[config.mk]
export PLATFORM = sky130hd
export DESIGN_NAME = usr_deserializer
export DESIGN_NICKNAME = d
export VERILOG_FILES = /design/src/rtl/usr_deserializer.sv
export SDC_FILE = /design/constraint.sdc
export NUM_CORES = 1
export LEC_CHECK = 0
export ABC_AREA = 1
export CAP_MARGIN = 20
export CORE_MARGIN = 5
export CORE_UTILIZATION = 35
export CTS_CLUSTER_DIAMETER = 100
export DETAILED_ROUTE_END_ITERATION = 16
export SYNTH_ARGS = -nofsm -noshare
export SYNTH_HDL_FRONTEND = slang
export SYNTH_SLANG_ARGS = --single-unit
[constraint.sdc]
create_clock -name clk -period 1 [get_ports clk]
set_input_delay 0.15 -clock clk [delete_from_list [all_inputs] [get_ports clk]]
set_output_delay 0.15 -clock clk [all_outputs]
set_load 0.02 [all_outputs]
[src/rtl/usr_deserializer.sv]
// usr_deserializer: receive side of the universal-shift-register serial link.
// Collects bits MSB-first or LSB-first (direction latched with the first bit of
// each word), rebuilds WIDTH-bit words, and presents them through a one-entry
// valid/ready holding register. A completed word that finds the holder full is
// dropped and the sticky overrun flag is raised; flush discards a partial word
// and clears overrun.
// Optional feature macro: USR_DESER_PARITY_EN (adds one trailing even-parity bit
// per word and drives parity_err; when undefined parity_err is tied low).
//
// state | meaning
// ------+-------------------------------------------
// IDLE  | no partial word; next ser_valid bit starts one
// RECV  | partial word in progress (busy)
module usr_deserializer #(
    parameter int WIDTH = 4,
    parameter int CNT_W = 3
) (
    input  logic             clk,
    input  logic             clear,
    input  logic             ser_in,
    input  logic             ser_valid,
    input  logic             dir,
    input  logic             flush,
    output logic [WIDTH-1:0] out_data,
    output logic             out_valid,
    input  logic             out_ready,
    output logic             overrun,
    output logic             parity_err,
    output logic             busy
);

`ifdef USR_DESER_PARITY_EN
    localparam int LAST_IDX = WIDTH;
`else
    localparam int LAST_IDX = WIDTH - 1;
`endif
    localparam logic [CNT_W-1:0] LAST = CNT_W'(LAST_IDX);

    typedef enum logic {IDLE, RECV} state_t;

    state_t             state_q, state_d;
    logic [WIDTH-1:0]   sh_q, sh_d;
    logic [CNT_W-1:0]   cnt_q, cnt_d;
    logic               dir_q, dir_d;
    logic [WIDTH-1:0]   out_data_q, out_data_d;
    logic               out_valid_q, out_valid_d;
    logic               overrun_q, overrun_d;

    logic               dir_eff;
    logic [WIDTH-1:0]   sh_shift;
    logic [WIDTH-1:0]   word_nxt;
    logic               is_data_bit;
    logic               complete;

`ifdef USR_DESER_PARITY_EN
    logic               par_q, par_d;
    logic               parity_err_q, parity_err_d;

    // The parity bit is the last one of the word and is never shifted in.
    assign is_data_bit = (cnt_q != LAST);
    assign word_nxt    = sh_q;
    assign parity_err  = parity_err_q;
`else
    assign is_data_bit = 1'b1;
    assign word_nxt    = sh_shift;
    assign parity_err  = 1'b0;
`endif

    // A new word takes its direction from the live dir input on its first bit.
    assign dir_eff  = (state_q == IDLE) ? dir : dir_q;
    assign sh_shift = dir_eff ? {sh_q[WIDTH-2:0], ser_in} : {ser_in, sh_q[WIDTH-1:1]};

    // Next-state: bit collection, FSM, holder load/accept and overrun.
    always_comb begin
        state_d     = state_q;
        sh_d        = sh_q;
        cnt_d       = cnt_q;
        dir_d       = dir_q;
        out_data_d  = out_data_q;
        out_valid_d = out_valid_q;
        overrun_d   = overrun_q;
        complete    = 1'b0;
`ifdef USR_DESER_PARITY_EN
        par_d        = par_q;
        parity_err_d = parity_err_q;
`endif

        if (flush) begin
            state_d   = IDLE;
            sh_d      = '0;
            cnt_d     = '0;
            overrun_d = 1'b0;
`ifdef USR_DESER_PARITY_EN
            par_d     = 1'b0;
`endif
        end else if (ser_valid) begin
            dir_d = dir_eff;
            if (is_data_bit) begin
                sh_d = sh_shift;
            end
`ifdef USR_DESER_PARITY_EN
            par_d = par_q ^ ser_in;
`endif
            if (cnt_q == LAST) begin
                complete = 1'b1;
                state_d  = IDLE;
                cnt_d    = '0;
                sh_d     = '0;
`ifdef USR_DESER_PARITY_EN
                par_d    = 1'b0;
`endif
            end else begin
                state_d = RECV;
                cnt_d   = cnt_q + CNT_W'(1);
            end
        end

        if (complete) begin
            if (!out_valid_q || out_ready) begin
                out_data_d  = word_nxt;
                out_valid_d = 1'b1;
`ifdef USR_DESER_PARITY_EN
                parity_err_d = par_q ^ ser_in;
`endif
            end else begin
                overrun_d = 1'b1;
            end
        end else if (out_valid_q && out_ready) begin
            out_valid_d = 1'b0;
        end
    end

    // State and datapath registers with asynchronous active-low clear.
    always_ff @(posedge clk or negedge clear) begin
        if (!clear) begin
            state_q     <= IDLE;
            sh_q        <= '0;
            cnt_q       <= '0;
            dir_q       <= 1'b0;
            out_data_q  <= '0;
            out_valid_q <= 1'b0;
            overrun_q   <= 1'b0;
`ifdef USR_DESER_PARITY_EN
            par_q        <= 1'b0;
            parity_err_q <= 1'b0;
`endif
        end else begin
            state_q     <= state_d;
            sh_q        <= sh_d;
            cnt_q       <= cnt_d;
            dir_q       <= dir_d;
            out_data_q  <= out_data_d;
            out_valid_q <= out_valid_d;
            overrun_q   <= overrun_d;
`ifdef USR_DESER_PARITY_EN
            par_q        <= par_d;
            parity_err_q <= parity_err_d;
`endif
        end
    end

    assign out_data  = out_data_q;
    assign out_valid = out_valid_q;
    assign overrun   = overrun_q;
    assign busy      = (state_q == RECV);

endmodule

# Yosys cells after proc, flatten, opt, wreduce, memory -nomap -nowiden
# Cells that the tools add are included.
# totals
inputBits	7
regBits	15
elab_cells	39
out_inout_bits	8
# classes
add_sub_neg	1
mux	20
eq_ne	2
reduce_logical	8
n_bitwise	1
# op_table
cell	n
$mux W4	4
$mux W1	13
$mux W3	3
$reduce_and A2 Y1	3
$reduce_bool A2 Y1	2
$add A3 B1 Y3 const B	1
$eq A3 B2 Y1 const B	1
$ne A2 B1 Y1 const B	1
$logic_and A1 B1 Y1	1
$logic_not A1 Y1	1
$logic_or A1 B1 Y1	1
$not A1 Y1	1

# Depth between registers and ports, before layout
# Gate-level depths: netlist of run 1.
# depth
ltp_word	6
ltp_mapped	7

# Least setup slack after synthesis of run 1
# Ideal clock, no wire load.
# synth_timing
path_kind	reg2reg
start	register cnt_q[0]
end	register out_data_q[0], in the netlist out_data[0]
period_less_slack_ns	1.045
path_slack_ns	-0.045
setup_time_ns	0.116
required_time_ns	0.884
arrival_ns	0.929
n_path_buf	0
stages_incl_launch_ff	8
cell_sequence	dfrtp_1 ha_1 inv_1 nor2_4 nand2_4 nor2_4 nand2_1 nand2_1
# synth_via
elab_chain_cells	5
# synth_lines
element	line	text
start, declared	43	logic [CNT_W-1:0] cnt_q, cnt_d;
start signal, assigned	150	cnt_q <= cnt_d;
$eq A3 B2 Y1	104	if (cnt_q == LAST) begin
$mux W1	104	
$mux W1	96	end else if (ser_valid) begin
$mux W1	88	if (flush) begin
$reduce_and A2 Y1 (no source line)	-	
end signal, assigned	152	out_data_q <= out_data_d;
end, declared	45	logic [WIDTH-1:0] out_data_q, out_data_d;
# No other way between the ends.
# A chain may end at the register's enable or synchronous reset.

# Worst setup path after layout of run 1
# layout_timing
start	register state_q, in the netlist busy
end	register out_data_q[1], in the netlist out_data[1]
# layout_via
elab_chain_cells	2
# layout_lines
element	line	text
start, declared	41	state_t state_q, state_d;
start signal, assigned	148	state_q <= state_d;
$mux W1	70	assign dir_eff = (state_q == IDLE) ? dir : dir_q;
$mux W4	71	assign sh_shift = dir_eff ? {sh_q[WIDTH-2:0], ser_in} : {ser_in, sh_q[WIDTH-1:1]};
# No other way between the ends.

==> impl_metrics.csv, run 1 <==
group,metric,value,unit
outcome,outcome,"complete, but fails checks",
outcome,violations,"setup timing",
final_layout,finish.net_count,126,
timing,clock_skew,0.001582,ns
clocking,cts_sinks,15,
critical_path,crit_fanout,5,
pwr,power_frac_clock,27.5,%
floorplanning,die_area,3097,sq um
final_layout,fin_area,1102,sq um
drt,drt-total-wl,1.545,mm
timing,hold_violations,0,
clocking,path_clk_slew,0.09,ns
critical_path,setup.worst_path.end_class,"flip-flop",
drt,drc,0,
yosys,syn_area,729.5,sq um
drt,drt-met1-wl,754,microns
clocking,hold_buffers,0,
drt,routedWlPerCell,10.73,microns
yosys,yosys.area.top_type,"dfrtp_1",
final_layout,multiInputGateArea,387.9,sq um
pwr,swShare,28.95,%
yosys,synth_area_leaders,"dfrtp_1, nand2_1, nand3_1",
yosys,synth-edff-count,0,
drt,vias,613,
global_route,grt_pass1_wl,2.504,mm
pwr,switchingPower,0.3750,mW
place,io_buffers,13,
clocking,cts_root_buffer,"clkbuf_4",
floorplanning,start_util,36.81,%
clocking,insertion_delay,0.28,ns
drt,ant_nets,0,
place,gp_routability_congestion,0.7455,
final_layout,layout-drive-gt1-share,40.17,%
clocking,cts_tree,"built",
clocking,htreeDepth,1,
timing,setup_violations,13,
pwr,p_int,0.9203,mW
timing,fin_crit_sh,107.9,%
min_path,hp-class,"in -> async",
timing,final.min_clock_period,1.079,ns
yosys,syn_area_per_cell,8.196,sq um
critical_path,cp-start-kind,"flip-flop",
yosys,synth_ff_type,"dfrtp_1",
pwr,power.leakage,0.5768,nW
place,placed_cell_area,968.4,sq um
global_route,grt_use_total,10.29,%
clocking,cts.path.max_buffers,2,
floorplanning,rows,16,
global_route,antenna_found_initial,0,
yosys,yosys_register_bits,15,
critical_path,crit_required,1.18,ns
timing,layout_setup_ws,-0.07924,ns
final_layout,syn2layout_area_growth,51.12,%
floorplanning,die_h,55.65,microns
global_route,grt_pass1_vias,602,
drt,drtIter0Drc,11,
yosys,syn-num-nets,97,
pwr,power.share.sequential,51.5,%
critical_path,crit_type,"reg -> reg",
floorplanning,pin_count,15,
global_route,grt_max_degree,16,
drt,wl_met3,62,microns
place,post-dp-hpwl,1.111,mm
pwr,ir_worst_vdd,725.2,uV
yosys,async_flop_share,100.0,%
yosys,synth_top_area_share,51.46,%
floorplanning,die_x,55.65,microns
final_layout,seq_area,375.4,sq um
timing,fin_hold_ws,0.1778,ns
final_layout,diodes,0,
floorplanning,core,1982,sq um
drt,routed_via_density,4.257,
final_layout,n_fill_cell,185,
global_route,overflow,0,
timing,drv_slew,0,
pwr,combPwrFrac,20.9,%
pwr,p_per_area,1175,nW/um^2
drt,wl_met2,728,microns
yosys,synth_most_common_cell,"nand2_1",
timing,grt_setup_unrepaired,"true",
flow_run,maxCapViolations,0,
yosys,synth-seq-area-share,51.46,%
yosys,synth.distinct_cells,13,
drt,drtPass1Iterations,4,
clocking,cts_buffers,3,
pwr,power,1.295,mW
yosys,ys.warnings.count,0,
yosys,syn-instance-count,89,
yosys,synth.top_cells.by_count,"nand2_1, dfrtp_1, inv_1, nand3_1",
timing,fmax,0.9266,GHz
critical_path,arrival,1.26,ns
drt,highest_layer,"met3",
==> path summary, 6_finish.rpt <==
kind / depth (start not counted) / startpoint / end / slack (ns)
worst min register to register: 2 / sh_q[0]$_DFFE_PN0P_ / sh_q[0]$_DFFE_PN0P_ / 0.50
worst min-delay path: 2 / clear / overrun$_DFF_PN0_ / 0.18
worst max-delay path: 7 / busy$_DFFE_PN0P_ / out_data[1]$_DFFE_PN0P_ / -0.08
worst max register to register: 7 / busy$_DFFE_PN0P_ / out_data[1]$_DFFE_PN0P_ / -0.08
max in group asynchronous: 2 / clear / sh_q[2]$_DFFE_PN0P_ / 0.65
min in group clk: 2 / ser_valid / cnt_q[2]$_DFFE_PN0P_ / 0.45
==> layout by cell type (no fill, tap or decap) <==
master,Yosys,routed
a211oi_1,1,1
buf_2,0,1
buf_4,1,10
buf_6,0,8
clkbuf_1,0,1
clkbuf_4,0,3
clkdlybuf4s50_1,0,6
conb_1,1,1
dfrtp_1,15,15
ha_4,0,1
inv_1,10,8
inv_2,1,1
inv_4,0,1
inv_6,0,1
nand2_1,39,31
nand2_2,0,6
nand2_4,1,3
nand3_1,10,5
nand3_2,0,5
nor2_4,4,4
o21ai_0,4,1
o21ai_1,0,1
o21ai_2,1,2
o21ai_4,0,1
==> layer usage <==
layer / GRT usage (%) / vias to the layer above
li1: - / 333
met1: 12.82 / 271
met2: 15.37 / 9
met3: 3.016 / 0
met4: 6.597 / 0
met5: 0 / -
==> registers in the layout (all words and copies together) (netlist names) <==
| signal | flops |
|---|---|
| overrun | 1 |
| cnt_q | 3 |
| sh_q | 4 |
| out_data | 4 |
| dir_q | 1 |
| out_valid | 1 |
| busy | 1 |
==> metrics by stage <==
step / TNS [ns] / utilization (%) / instances / setup slack (ns)
3_5_place_dp: -3.696 / 48.86 / 138 / -0.2701
3_3_place_gp: -3.334 / 48.86 / 138 / -0.2526
6_report: -0.5857 / 55.62 / 144 / -0.07924
2_1_floorplan: 0 / - / 89 / 0.0006471
5_1_grt: -1.300 / 55.62 / 144 / -0.1515
4_1_cts: -0.5624 / 49.62 / 142 / -0.08663
==> cell type report <==
cell class,instances,area share [%]
inverter,11,4.427
sequential,15,34.05
timing repair buffer,25,20.89
multi-input combinational,62,35.19
tap,27,3.065
clock buffer,4,2.384
==> what timing repair did <==
action                                  CTS  global route
resized for setup                        36            31
endpoints found under the hold margin     0             0
endpoints found under the setup margin   19            19
pin swaps                                 7             3
setup buffers                             0             2
==> power by group through the flow <==
stage	logic, mW	registers (mW)	clock network (mW)
2_1_floorplan	0.0905	0.690	0
3_3_place_gp	0.230	0.671	0
3_5_place_dp	0.232	0.672	0
4_1_cts	0.235	0.660	0.369
5_1_grt	0.295	0.671	0.396
6_report	0.271	0.668	0.357
==> critical path, stage by stage, from the launching register on <==
cell,delay (ns)
dfrtp_1,0.43
buf_6,0.15
inv_6,0.06
nand2_4,0.06
nand3_1,0.09
nand2_2,0.07
nand2_1,0.07
nand2_1,0.04
==> kinds of logic after synthesis <==
kind of cell / count (synthesis) / share of synthesized area (%)
AND/OR/NAND/NOR: 54 / 34.65
AO/OA/AOI/OAI: 6 / 4.975
other: 1 / 0.5141
flip-flops: 15 / 51.46
adder cells (fa/ha/maj): 1 / 1.715
buffers and inverters: 12 / 6.690
No activity file was read; power rests on OpenSTA's default activity.
==> run 2, diff against run 1 <==
ABC_AREA = default   (was 1)
==> run 2 against run 1 <==
  * The flow still finishes with violations (setup timing)
  * Core utilization shrank 0.68 points
  * Non-clock buffer count grew 2
  * Clock skew grew 0.0029 ns
  * Clock power shrank 4%
  * Sequential share of layout area grew 2.1 points
  * Global-route usage grew 2.9 points
  * Largest cell class is now flip-flops and latches
  * Largest power group unchanged
  * Highest routed layer is now met4
==> impl_metrics.csv, run 2 <==
group,metric,value,unit
outcome,outcome,"complete, but fails checks",
outcome,violations,"setup timing",
final_layout,syn2layout_area_growth,53.21,%
yosys,synth-seq-area-share,55.05,%
timing,fin_crit_sh,129.0,%
floorplanning,start_util,35.86,%
drt,drc,0,
yosys,synth_compound_area_share,8.807,%
yosys,ys.warnings.count,0,
critical_path,crit_chain,"mux2i_4 -> mux2i_2 -> mux2i_1",
final_layout,final_util,54.93,%
drt,routed_via_density,4.521,
critical_path,reg2reg_from,"busy$_DFFE_PN0P_",
place,io_buffers,13,
yosys,synth_fa_ha_area_share,1.835,%
yosys,synth_most_common_cell,"dfrtp_1",
critical_path,path_buf_inv,0,
place,post-dp-hpwl,1.124,mm
final_layout,final_cells,117,
floorplanning,die_area,2931,sq um
drt,drtIter0Drc,3,
global_route,grt_pass1_vias,602,
yosys,yosys.area_share.simple,13.76,%
place,dpl.cell_count,109,
pwr,ir_worst_vdd,618.4,uV
yosys,synth_area_leaders,"dfrtp_1, mux2i_1, nand2_1",
floorplanning,rows,16,
drt,drtPass1Iterations,4,
critical_path,r2r-end,"out_data[2]$_DFFE_PN0P_",
global_route,grt_pass1_wl,2.663,mm
floorplanning,core,1902,sq um
critical_path,crit_fanout,5,
clocking,insertion_delay,0.28,ns
clocking,path_clk_slew,0.09,ns
yosys,async_flop_share,100.0,%
place,gp_routability_congestion,0.6780,
floorplanning,pin_count,15,
final_layout,final_common_cell,"dfrtp_1",
final_layout,diodes,0,
clocking,cts_buffers,3,
timing,layout_setup_ws,-0.2901,ns
clocking,htreeDepth,1,
final_layout,layout-drive-gt1-share,42.22,%
final_layout,n_fill_cell,160,
yosys,synth.top_cells.by_count,"dfrtp_1, nand2_1, mux2i_1",
critical_path,slowest_stage,"dfrtp_2",
timing,grt_setup_unrepaired,"true",
global_route,grt_max_degree,16,
global_route,antenna_found_initial,0,
flow_run,maxCapViolations,0,
timing,final.min_clock_period,1.290,ns
floorplanning,die_x,54.14,microns
clocking,cts_root_buffer,"clkbuf_4",
yosys,muxShareOfSynthArea,15.05,%
clocking,cts_sinks,15,
yosys,synth_top_family_by_area,"multiplexers",
yosys,synth_top_area_share,55.05,%
yosys,synth.distinct_cells,18,
timing,drv_slew,0,
pwr,p_per_area,1372,nW/um^2
timing,hold_violations,0,
critical_path,cp-start-kind,"flip-flop",
critical_path,setup.worst_path.end_class,"flip-flop",
min_path,hp-class,"in -> async",
yosys,synth_xor_area_share,0,%
drt,vias,529,
clocking,cts.path.max_buffers,2,
critical_path,crit_required,1.16,ns
place,place_ws,-0.4675,ns
critical_path,arrival,1.45,ns
critical_path,slowest_delay,0.42,ns
yosys,syn_area,681.9,sq um
critical_path,regToRegSetupSlack,-0.29,ns
floorplanning,die_h,54.14,microns
drt,routedWlPerCell,13.46,microns
timing,clock_skew,0.004497,ns
final_layout,final_cell_mix,"dfrtp_1, nand2_1, buf_6, buf_4, inv_1",
yosys,yosys_register_bits,15,
yosys,synth-edff-count,0,
yosys,yosys.area.top_type,"dfrtp_1",
timing,setup_violations,16,
yosys,synth_ff_type,"dfrtp_1",
global_route,overflow,0,
global_route,grt_use_total,13.18,%
yosys,syn-num-nets,68,
drt,drt-total-wl,1.575,mm
drt,ant_nets,0,
clocking,cts_tree,"built",
final_layout,finish.net_count,99,
critical_path,crit_type,"reg -> reg",
timing,fmax,0.7751,GHz
yosys,syn-instance-count,60,
critical_path,cpLargestDelayFamily,"multiplexers",
pwr,power.leakage,0.4765,nW
critical_path,r2r_cells,3,
pwr,power,1.434,mW
yosys,syn_area_per_cell,11.37,sq um
## run 2: how the worst max path moves through the flow
stage / startpoint / end / cells past startpoint
finish: busy$_DFFE_PN0P_ / out_data[2]$_DFFE_PN0P_ / 3
global route: busy$_DFFE_PN0P_ / out_data[2]$_DFFE_PN0P_ / 3
CTS: busy$_DFFE_PN0P_ / out_data[2]$_DFFE_PN0P_ / 3
detailed placement: flush / sh_q[2]$_DFFE_PN0P_ / 4
global placement: flush / sh_q[2]$_DFFE_PN0P_ / 4
floorplan: busy$_DFFE_PN0P_ / out_data[0]$_DFFE_PN0P_ / 3
## run 2: routing by layer
layer / share of wire [%] / GRT usage, %
met5: 0 / 0
met3: 3.0 / 1.662
met2: 54 / 23.71
met4: 0.25 / 6.639
met1: 43 / 15.02
## run 2: metrics by stage
| stage | instance area [sq um] | hold slack [ns] | TNS (ns) |
|---|---|---|---|
| floorplan | 684.4 | -0.1456 | -1.700 |
| global placement | 915.9 | 0.4688 | -5.988 |
| detailed placement | 915.9 | 0.4859 | -6.528 |
| CTS | 996.0 | 0.1809 | -2.781 |
| global route | 1045 | 0.2066 | -3.678 |
| finish | 1045 | 0.1815 | -2.844 |
## run 2: cells by family after synthesis
logic type               count (synthesis)
AND/OR/NAND/NOR                         16
flip-flops                              15
multiplexers                             9
other                                    1
AO/OA/AOI/OAI                           10
buffers and inverters                    8
adder cells (fa/ha/maj)                  1
## run 2: power breakdown
group	switching [mW]	total, mW	internal, mW
Clock	0.189	0.344	0.155
Combinational	0.184	0.365	0.181
Sequential	0.0531	0.725	0.672
## run 2: area by class of cell
class	instances	area [sq um]	area share, %
Clock buffer	4	26.28	2.515
Inverter	7	26.28	2.515
Multi-Input combinational cell	37	335.3	32.10
Sequential cell	15	377.9	36.17
Tap cell	27	33.78	3.234
Timing Repair Buffer	27	245.2	23.47
## run 2: what timing repair did
action	4_1_cts	5_1_grt
pin swaps	3	2
buffers inserted	2	3
setup endpoints to repair	22	21
hold buffers	0	0
resized for setup	45	9
==> run 3, diff against run 2 <==
clock period = 1.4 ns   (was 1 ns; I/O delays follow)
==> run 3 against run 2 <==
  * The run now ends clean
  * Total power shrank 32%
  * Final cell count shrank 5.1%
  * Sequential cell count is the same
  * Sequential power shrank 30%
  * Count of clock-buffer cells in the layout shrank 1
  * Sequential share of layout area grew 4.3 points
  * Combinational power shrank 40%
  * First-iteration DRC count grew 33%
  * Non-clock buffer count shrank 6
  * Clock power shrank 29%
  * Via count shrank 4.5%
  * Final area shrank 11%
==> impl_metrics.csv, run 3 (synthesized netlist as in run 2, its figures left out) <==
group,metric,value,unit
final_layout,finish.net_count,93,
global_route,grt_max_degree,16,
floorplanning,die_x,54.14,microns
timing,grt_setup_unrepaired,"false",
floorplanning,start_util,35.86,%
pwr,p_per_area,1048,nW/um^2
flow_run,maxCapViolations,0,
outcome,outcome,"complete, no violations",
drt,drtIter0Drc,4,
drt,routedWlPerCell,12.26,microns
drt,routed_via_density,4.550,
timing,setup_violations,0,
critical_path,crit_required,1.56,ns
timing,fmax,0.7553,GHz
drt,drtPass1Iterations,4,
pwr,ir_worst_vdd,552.3,uV
drt,drt-total-wl,1.361,mm
critical_path,arrival,1.49,ns
floorplanning,core,1902,sq um
timing,fin_crit_sh,94.56,%
global_route,overflow,0,
place,post-dp-hpwl,998.1,microns
clocking,cts_buffers,3,
clocking,cts.path.max_buffers,2,
global_route,grt_pass1_wl,2.145,mm
critical_path,crit_fanout,5,
timing,fin_hold_ws,0.2370,ns
global_route,grt.met1_usage,11.41,%
critical_path,crit_type,"reg -> reg",
drt,drc,0,
timing,drv_slew,0,
clocking,cts_sinks,15,
final_layout,diodes,0,
final_layout,syn2layout_area_growth,35.96,%
place,gp_routability_congestion,0.7174,
clocking,htreeDepth,1,
clocking,cts_tree,"built",
global_route,grt_util_met2,17.93,%
final_layout,final_cell_mix,"dfrtp_1, nand2_1",
final_layout,final_cells,111,
global_route,use_met3,3.047,%
floorplanning,die_area,2931,sq um
timing,hold_violations,0,
drt,vias,505,
critical_path,setup.worst_path.end_class,"flip-flop",
drt,ant_nets,0,
final_layout,final_common_cell,"dfrtp_1",
place,dpl.cell_count,106,
final_layout,layout-drive-gt1-share,20.24,%
timing,final.min_clock_period,1.324,ns
global_route,grt.busiest_layer,"met2",
pwr,power.leakage,0.4247,nW
clocking,path_clk_slew,0.09,ns
floorplanning,rows,16,
floorplanning,die_h,54.14,microns
critical_path,cp-start-kind,"flip-flop",
clocking,cts_root_buffer,"clkbuf_4",
min_path,hp-class,"in -> async",
global_route,grt_pass1_vias,506,
final_layout,final_util,48.75,%
place,io_buffers,13,
global_route,grt_use_total,10.70,%
global_route,antenna_found_initial,0,
clocking,insertion_delay,0.28,ns
timing,clock_skew,0.001133,ns
floorplanning,pin_count,15,
[run 3: what timing repair did]
action,CTS,global route
gates resized for setup,7,3
setup endpoints to repair,7,4
setup buffers,0,1
hold buffers,0,0
[run 3: power by group]
group	internal (mW)	total (mW)	switching [mW]
Clock	0.106	0.245	0.139
Sequential	0.479	0.508	0.0286
Combinational	0.0985	0.218	0.120
Total	0.684	0.972	0.288
[run 3: critical path, stage by stage (launching register included)]
cell and delay (ns):
dfrtp_1 0.43, mux2i_4 0.37, mux2i_2 0.30, mux2i_1 0.11
[run 3: final timing paths]
path	endpoint	slack [ns]	from	cells past startpoint
min in group clk	sh_q[3]$_DFFE_PN0P_	0.50	sh_q[3]$_DFFE_PN0P_	2
max in group asynchronous	dir_q$_DFFE_PN0P_	1.00	clear	2
worst min register to register	sh_q[3]$_DFFE_PN0P_	0.50	sh_q[3]$_DFFE_PN0P_	2
worst max register to register	out_data[3]$_DFFE_PN0P_	0.08	busy$_DFFE_PN0P_	3
worst max-delay path	out_data[3]$_DFFE_PN0P_	0.08	busy$_DFFE_PN0P_	3
worst min-delay path	cnt_q[2]$_DFFE_PN0P_	0.24	clear	2
[run 3: area by class of cell]
| cell class | instances | area [sq um] |
|---|---|---|
| clock buffer | 3 | 22.52 |
| tap | 27 | 33.78 |
| multi-input combinational | 37 | 279.0 |
| sequential | 15 | 375.4 |
| inverter | 7 | 26.28 |
| timing repair buffer | 21 | 185.2 |
| fill | 190 | 974.7 |
| clock inverter | 1 | 5.005 |
[run 3: metrics by stage]
step           TNS, ns  setup WS [ns]  area, sq um  total power [mW]
3_3_place_gp   -0.6190       -0.07897        890.9            0.7525
6_report             0        0.07610        927.1            0.9717
4_1_cts              0        0.03702        909.6            0.9838
2_1_floorplan        0        0.08295        681.9            0.6326
5_1_grt              0        0.01165        927.1             1.032
3_5_place_dp   -0.7897       -0.08724        890.9            0.7549
[run 3: metal layers]
| layer | routed length (microns) | up-vias | part of all wire (%) |
|---|---|---|---|
| li1 | - | 250 | - |
| met1 | 598 | 240 | 44 |
| met2 | 657 | 13 | 48 |
| met3 | 92 | 2 | 6.8 |
| met4 | 12 | 0 | 0.88 |
| met5 | 0 | - | 0 |
==> variant 1: new RTL, flow settings as in run 2 <==
`WIDTH`: 4 -> 5.
--- a/src/rtl/usr_deserializer.sv
+++ b/src/rtl/usr_deserializer.sv
@@ -13,5 +13,5 @@
 // RECV  | partial word in progress (busy)
 module usr_deserializer #(
-    parameter int WIDTH = 4,
+    parameter int WIDTH = 5,
     parameter int CNT_W = 3
 ) (
Ports: changed (resized out_data); port bits go from 15 to 16. No check against the original RTL was run, so the function may have changed too.
==> variant 1 against run 2 <==
- the flow still finishes with violations (setup timing)
- global-route usage is 1.4 points lower
- area after synthesis is 17% higher
- sequential cell count is 2 higher
- fmax is 10% lower
- wire length is 13% higher
- power is 2.0% higher
- worst setup slack worse by 150 ps
- final area is 26% higher
- sequential share of layout area is 3.9 points lower
- largest cell class is now multi-input combinational cells
- largest power group unchanged
- highest routed layer unchanged
==> variant 1: results (changes against run 2) <==
[yosys]
synth_seq_area_share_pct=53.1  ; -1.9 points
synth_xor_xnor_area_share_pct=0  ; unchanged
synth_compound_area_share_pct=10.8  ; +2.0 points
yosys-top-cells-count=17 x dfrtp_1, 8 x nand2_1
ys_warn_count=0  ; unchanged
synthAdderAreaFrac_pct=3.13  ; +1.3 points
yosys-mux-area-fraction_pct=19.7  ; +4.6 points
synth_fp_nets=72  ; +5.9%
yosys-top-cells-area=dfrtp_1 53%, mux2_4 7.5%, a32o_2 5.6%
synth.distinct_cells=20  ; +2

[global_routing]
use_met3_pct=3.34  ; +1.7 points
gr-usage-all-layers_pct=11.8  ; -1.4 points
grt_pass1_wl_um=3040  ; +14%
globalRouteMet2Util_pct=19.2  ; -4.5 points
use_met1_pct=14.5  ; -0.55 points
grt_pass1_vias=663  ; +10%
antenna_found_initial=0  ; unchanged
grt_max_degree=18  ; +2

[detailed_routing]
drt-vias-per-instance=4.62  ; +2.1%
wl_um=1780  ; +13%
drt-initial-drc-count=3  ; unchanged

[sta]
setup-tns-final_ps=-5050  ; -2210 ps
fin_ws_ps=-438  ; -148 ps
setup_viol_count_final=17  ; +1
clock_skew_ps=7.78  ; +3.28 ps

[critical_path]
critPathArrivalTime_ps=1630  ; +180 ps
path_max_fanout=5  ; unchanged
r2r-start=busy
critPathLaunch=busy

[pwr]
p_leak_nw=0.640  ; +34%
ir_drop_mv=0.688  ; +11%
power_switching_uw=397  ; -6.7%

[placed_design]
gp_congestion=0.788  ; +16%
post-dp-hpwl_um=1270  ; +13%
port_buffers=14  ; +1

[cells_and_area]
nFillCells=187  ; +17%
drive_gt1_share_pct=63.8  ; +22 points
antenna_cells=0  ; unchanged
nets=115  ; +16%

[outcome]
violations=setup timing
outcome=finished, violations left

[clock_network]
clk_pin_slew_ps=110  ; +20 ps
insertion_delay_ps=290

[worst_hold_path]
worstHoldPathType=input pin to async pin

-- variant 1: worst paths after layout --
check | to | slack (ps)
min in group clk | sh_q[4] | 520
worst min register to register | sh_q[4] | 520
worst max-delay path | out_data[0] | -440
worst min-delay path | out_data[3] | 190
max in group asynchronous | busy | 670
worst max register to register | out_data[0] | -440
-- variant 1: cell type report --
class | count | area [sq um] | share of cell area [%]
Tap cell | 28 | 35.0 | 2.65
Clock inverter | 1 | 5.00 | 0.379
Sequential cell | 17 | 427 | 32.3
Timing Repair Buffer | 39 | 382 | 28.9
Inverter | 3 | 11.3 | 0.852
Clock buffer | 3 | 22.5 | 1.70
Multi-Input combinational cell | 42 | 439 | 33.2
-- variant 1: metal layers --
| metal | vias up | wire length, um |
|---|---|---|
| met5 | - | 0 |
| met4 | 0 | 14 |
| met3 | 2 | 88 |
| met2 | 11 | 895 |
| met1 | 297 | 780 |
| li1 | 304 | - |
-- variant 1: timing repair --
item,CTS,global route
gates resized for setup,58,13
endpoints found under the setup margin,25,24
hold buffers,0,0
gates cloned,0,0
setup buffers,2,4
pin swaps,6,3
-- variant 1: cells by family after synthesis --
kind of cell    count (synthesis)
flops                          17
mux                            12
simple gates                   16
compound gates                 11
other cells                     1
fa+ha+maj                       2
buf+inv                         4
-- variant 1: worst max-delay path: stages (launching register included) --
cell	delay (ps)
dfrtp_2	410
mux2i_4	340
mux2_4	340
mux2_4	260
-- variant 1: power by group through the flow --
stage          Sequential [mW]  Combinational [mW]  Clock, mW
3_5_place_dp             0.752               0.260          0
3_3_place_gp             0.751               0.253          0
4_1_cts                  0.741               0.312      0.387
6_report                 0.741               0.346      0.376
5_1_grt                  0.745               0.372      0.443
2_1_floorplan            0.765               0.108          0
-- variant 1: through the flow --
| step | total power, mW | setup WS, ps | std cells | instance area, sq um | hold WS [ps] |
|---|---|---|---|---|---|
| after global placement | 1.00 | -609 | 123 | 1160 | 479 |
| after floorplan | 0.873 | -501 | 63 | 827 | -146 |
| after CTS | 1.44 | -444 | 129 | 1250 | 191 |
| final | 1.46 | -438 | 133 | 1320 | 189 |
| after global routing | 1.56 | -476 | 133 | 1320 | 175 |
| after detailed placement | 1.01 | -627 | 123 | 1160 | 482 |
==> variant 2: new RTL, config.mk and constraints of run 2 <==
Without the edit above. `sh_q` and `out_data_q` no longer have a reset.
--- a/src/rtl/usr_deserializer.sv
+++ b/src/rtl/usr_deserializer.sv
@@ -135,8 +135,6 @@
         if (!clear) begin
             state_q     <= IDLE;
-            sh_q        <= '0;
             cnt_q       <= '0;
             dir_q       <= 1'b0;
-            out_data_q  <= '0;
             out_valid_q <= 1'b0;
             overrun_q   <= 1'b0;
@@ -147,8 +145,6 @@
         end else begin
             state_q     <= state_d;
-            sh_q        <= sh_d;
             cnt_q       <= cnt_d;
             dir_q       <= dir_d;
-            out_data_q  <= out_data_d;
             out_valid_q <= out_valid_d;
             overrun_q   <= overrun_d;
@@ -160,4 +156,9 @@
     end
 
+    always_ff @(posedge clk) begin
+        sh_q       <= sh_d;
+        out_data_q <= out_data_d;
+    end
+
     assign out_data  = out_data_q;
     assign out_valid = out_valid_q;
Function: changed (a bounded check fails within 10 cycles, from zero or initial values; the reset may be asserted at any time).
==> variant 2 against run 2 <==
- the run still ends with setup timing left
- core utilization fell by 0.19 points
- final area shrank 11%
- area after synthesis is 12% lower
- worst setup slack worse by 93 ps
- non-clock buffer count decreased by 5
- sequential cell count stayed put
- sequential share of layout area increased by 4.6 points
- power fell by 16%
- wire length decreased by 24%
- sequential power fell by 7.2%
- synthesized cell count down 22%
- die area decreased by 9.5%
==> variant 2: results (changes against run 2) <==
[outcome]
outcome=finished, violations left
violations=setup timing

[yosys]
yosys-mux-area-fraction_pct=10.4  ; -4.7 points
yosys-top-cells-area=dfrtp_1 29%, edfxtp_1 20%, dfxtp_1 13%
synth_edf_count=4  ; +4
synthAdderAreaFrac_pct=2.07  ; +0.24 points
yosys-top-cells-count=7 x dfrtp_1, 5 x a22o_1, 4 x dfxtp_1, 4 x edfxtp_1, 4 x nand2_1
synthFlopType=dfrtp_1
synth_compound_area_share_pct=12.4  ; +3.6 points
async_flop_share_pct=46.7  ; -53 points
ys_warn_count=0  ; unchanged
synth_xor_xnor_area_share_pct=0  ; unchanged
synth_seq_area_share_pct=62.2  ; +7.2 points
synth.distinct_cells=20  ; +2
synth_fp_nets=55  ; -19%

[global_routing]
grt_pass1_vias=430  ; -29%
grt_max_degree=10  ; -6
gr-usage-all-layers_pct=10.6  ; -2.6 points
antenna_found_initial=0  ; unchanged
grt_pass1_wl_um=2000  ; -25%

[sta]
setup_viol_count_final=16  ; unchanged
clock_skew_ps=6.12  ; +1.62 ps
fin_ws_ps=-383  ; -92.6 ps

[cells_and_area]
drive_gt1_share_pct=50.0  ; +7.8 points
antenna_cells=0  ; unchanged
nFillCells=149  ; -6.9%
nets=81  ; -18%

[clock_network]
clk_pin_slew_ps=90  ; about the same
cts_max_level=1  ; unchanged
cts_root_buf=clkbuf_4
insertion_delay_ps=280  ; about the same
clockBufferDepth=2  ; unchanged
cts_buffers=3  ; unchanged

[detailed_routing]
dr.pass1.iters=2  ; -2
drt-vias-per-instance=4.82  ; +6.6%
drt-initial-drc-count=9  ; +6
wl_um=1190  ; -24%

[critical_path]
path_max_fanout=5  ; unchanged

[pwr]
ir_drop_mv=0.668  ; +8.1%
p_leak_nw=0.401  ; -16%

[placed_design]
gp_congestion=0.679  ; +0.10%
post-dp-hpwl_um=842  ; -25%
port_buffers=13  ; unchanged

[worst_hold_path]
worstHoldPathType=input pin to async pin

-- variant 2: cell count changes in the layout (fill, tap and decap cells not counted), moves of 5 or more --
| cell | before | now |
|---|---|---|
| a22o_1 | 0 | 5 |
| dfrtp_1 | 13 | 6 |
| mux2i_1 | 6 | 0 |
| nand2_1 | 9 | 3 |
| inv_1 | 7 | 1 |
-- variant 2: what timing repair did --
item	in CTS	in global routing
setup endpoints to repair	23	22
setup buffers	1	1
resized for setup	33	11
pin swaps	4	2
-- variant 2: metal layers --
| metal | global-route usage, % | part of all wire [%] | routed length (um) |
|---|---|---|---|
| met3 | 2.29 | 4.0 | 48 |
| met5 | 0 | 0 | 0 |
| met1 | 14.1 | 49 | 585 |
| met4 | 9.17 | 2.4 | 28 |
| met2 | 14.4 | 44 | 527 |
-- variant 2: layout make-up --
type | count | area, sq um | share of cell area, %
repair buffers | 22 | 189 | 20.4
flip-flops and latches | 15 | 377 | 40.7
multi-input cells | 30 | 307 | 33.2
inverters | 1 | 3.75 | 0.406
clock buffers | 3 | 22.5 | 2.44
clock inverters | 1 | 5.00 | 0.541
well taps | 17 | 21.3 | 2.30
-- variant 2: cell families after synthesis --
| group | after synthesis |
|---|---|
| compound gates | 10 |
| buf+inv | 2 |
| simple gates | 13 |
| flops | 15 |
| mux | 5 |
| other cells | 1 |
| fa+ha+maj | 1 |
-- variant 2: worst paths after layout --
kind	startpoint	to	slack (ps)	cells after the start
max in group asynchronous	clear	busy	620	1
worst min register to register	sh_q[0]	sh_q[0]	490	1
worst max-delay path	busy	sh_q[2]	-380	3
worst min-delay path	clear	dir_q	120	1
min in group clk	sh_q[0]	sh_q[0]	490	1
worst max register to register	busy	sh_q[2]	-380	3
-- variant 2: power breakdown --
| group | internal [mW] | leakage (nW) | switching, mW |
|---|---|---|---|
| registers | 0.652 | 0.163 | 0.0213 |
| clock network | 0.148 | 0.0177 | 0.193 |
| logic | 0.114 | 0.221 | 0.0821 |
-- variant 2: critical path, cell delays in order, from the launching register on --
cell and delay (ps):
dfrtp_2 400, mux2i_4 340, mux2_4 350, a22o_1 210
-- variant 2: metrics by stage --
step	setup TNS (ps)	instances	power (mW)	cell area [sq um]	worst slack [ps]
2_1_floorplan	-3720	47	0.783	666	-409
4_1_cts	-3940	88	1.21	876	-397
6_report	-3930	89	1.21	925	-383
5_1_grt	-4510	89	1.27	925	-406
3_5_place_dp	-8110	83	0.855	862	-530
3_3_place_gp	-8190	83	0.853	862	-536
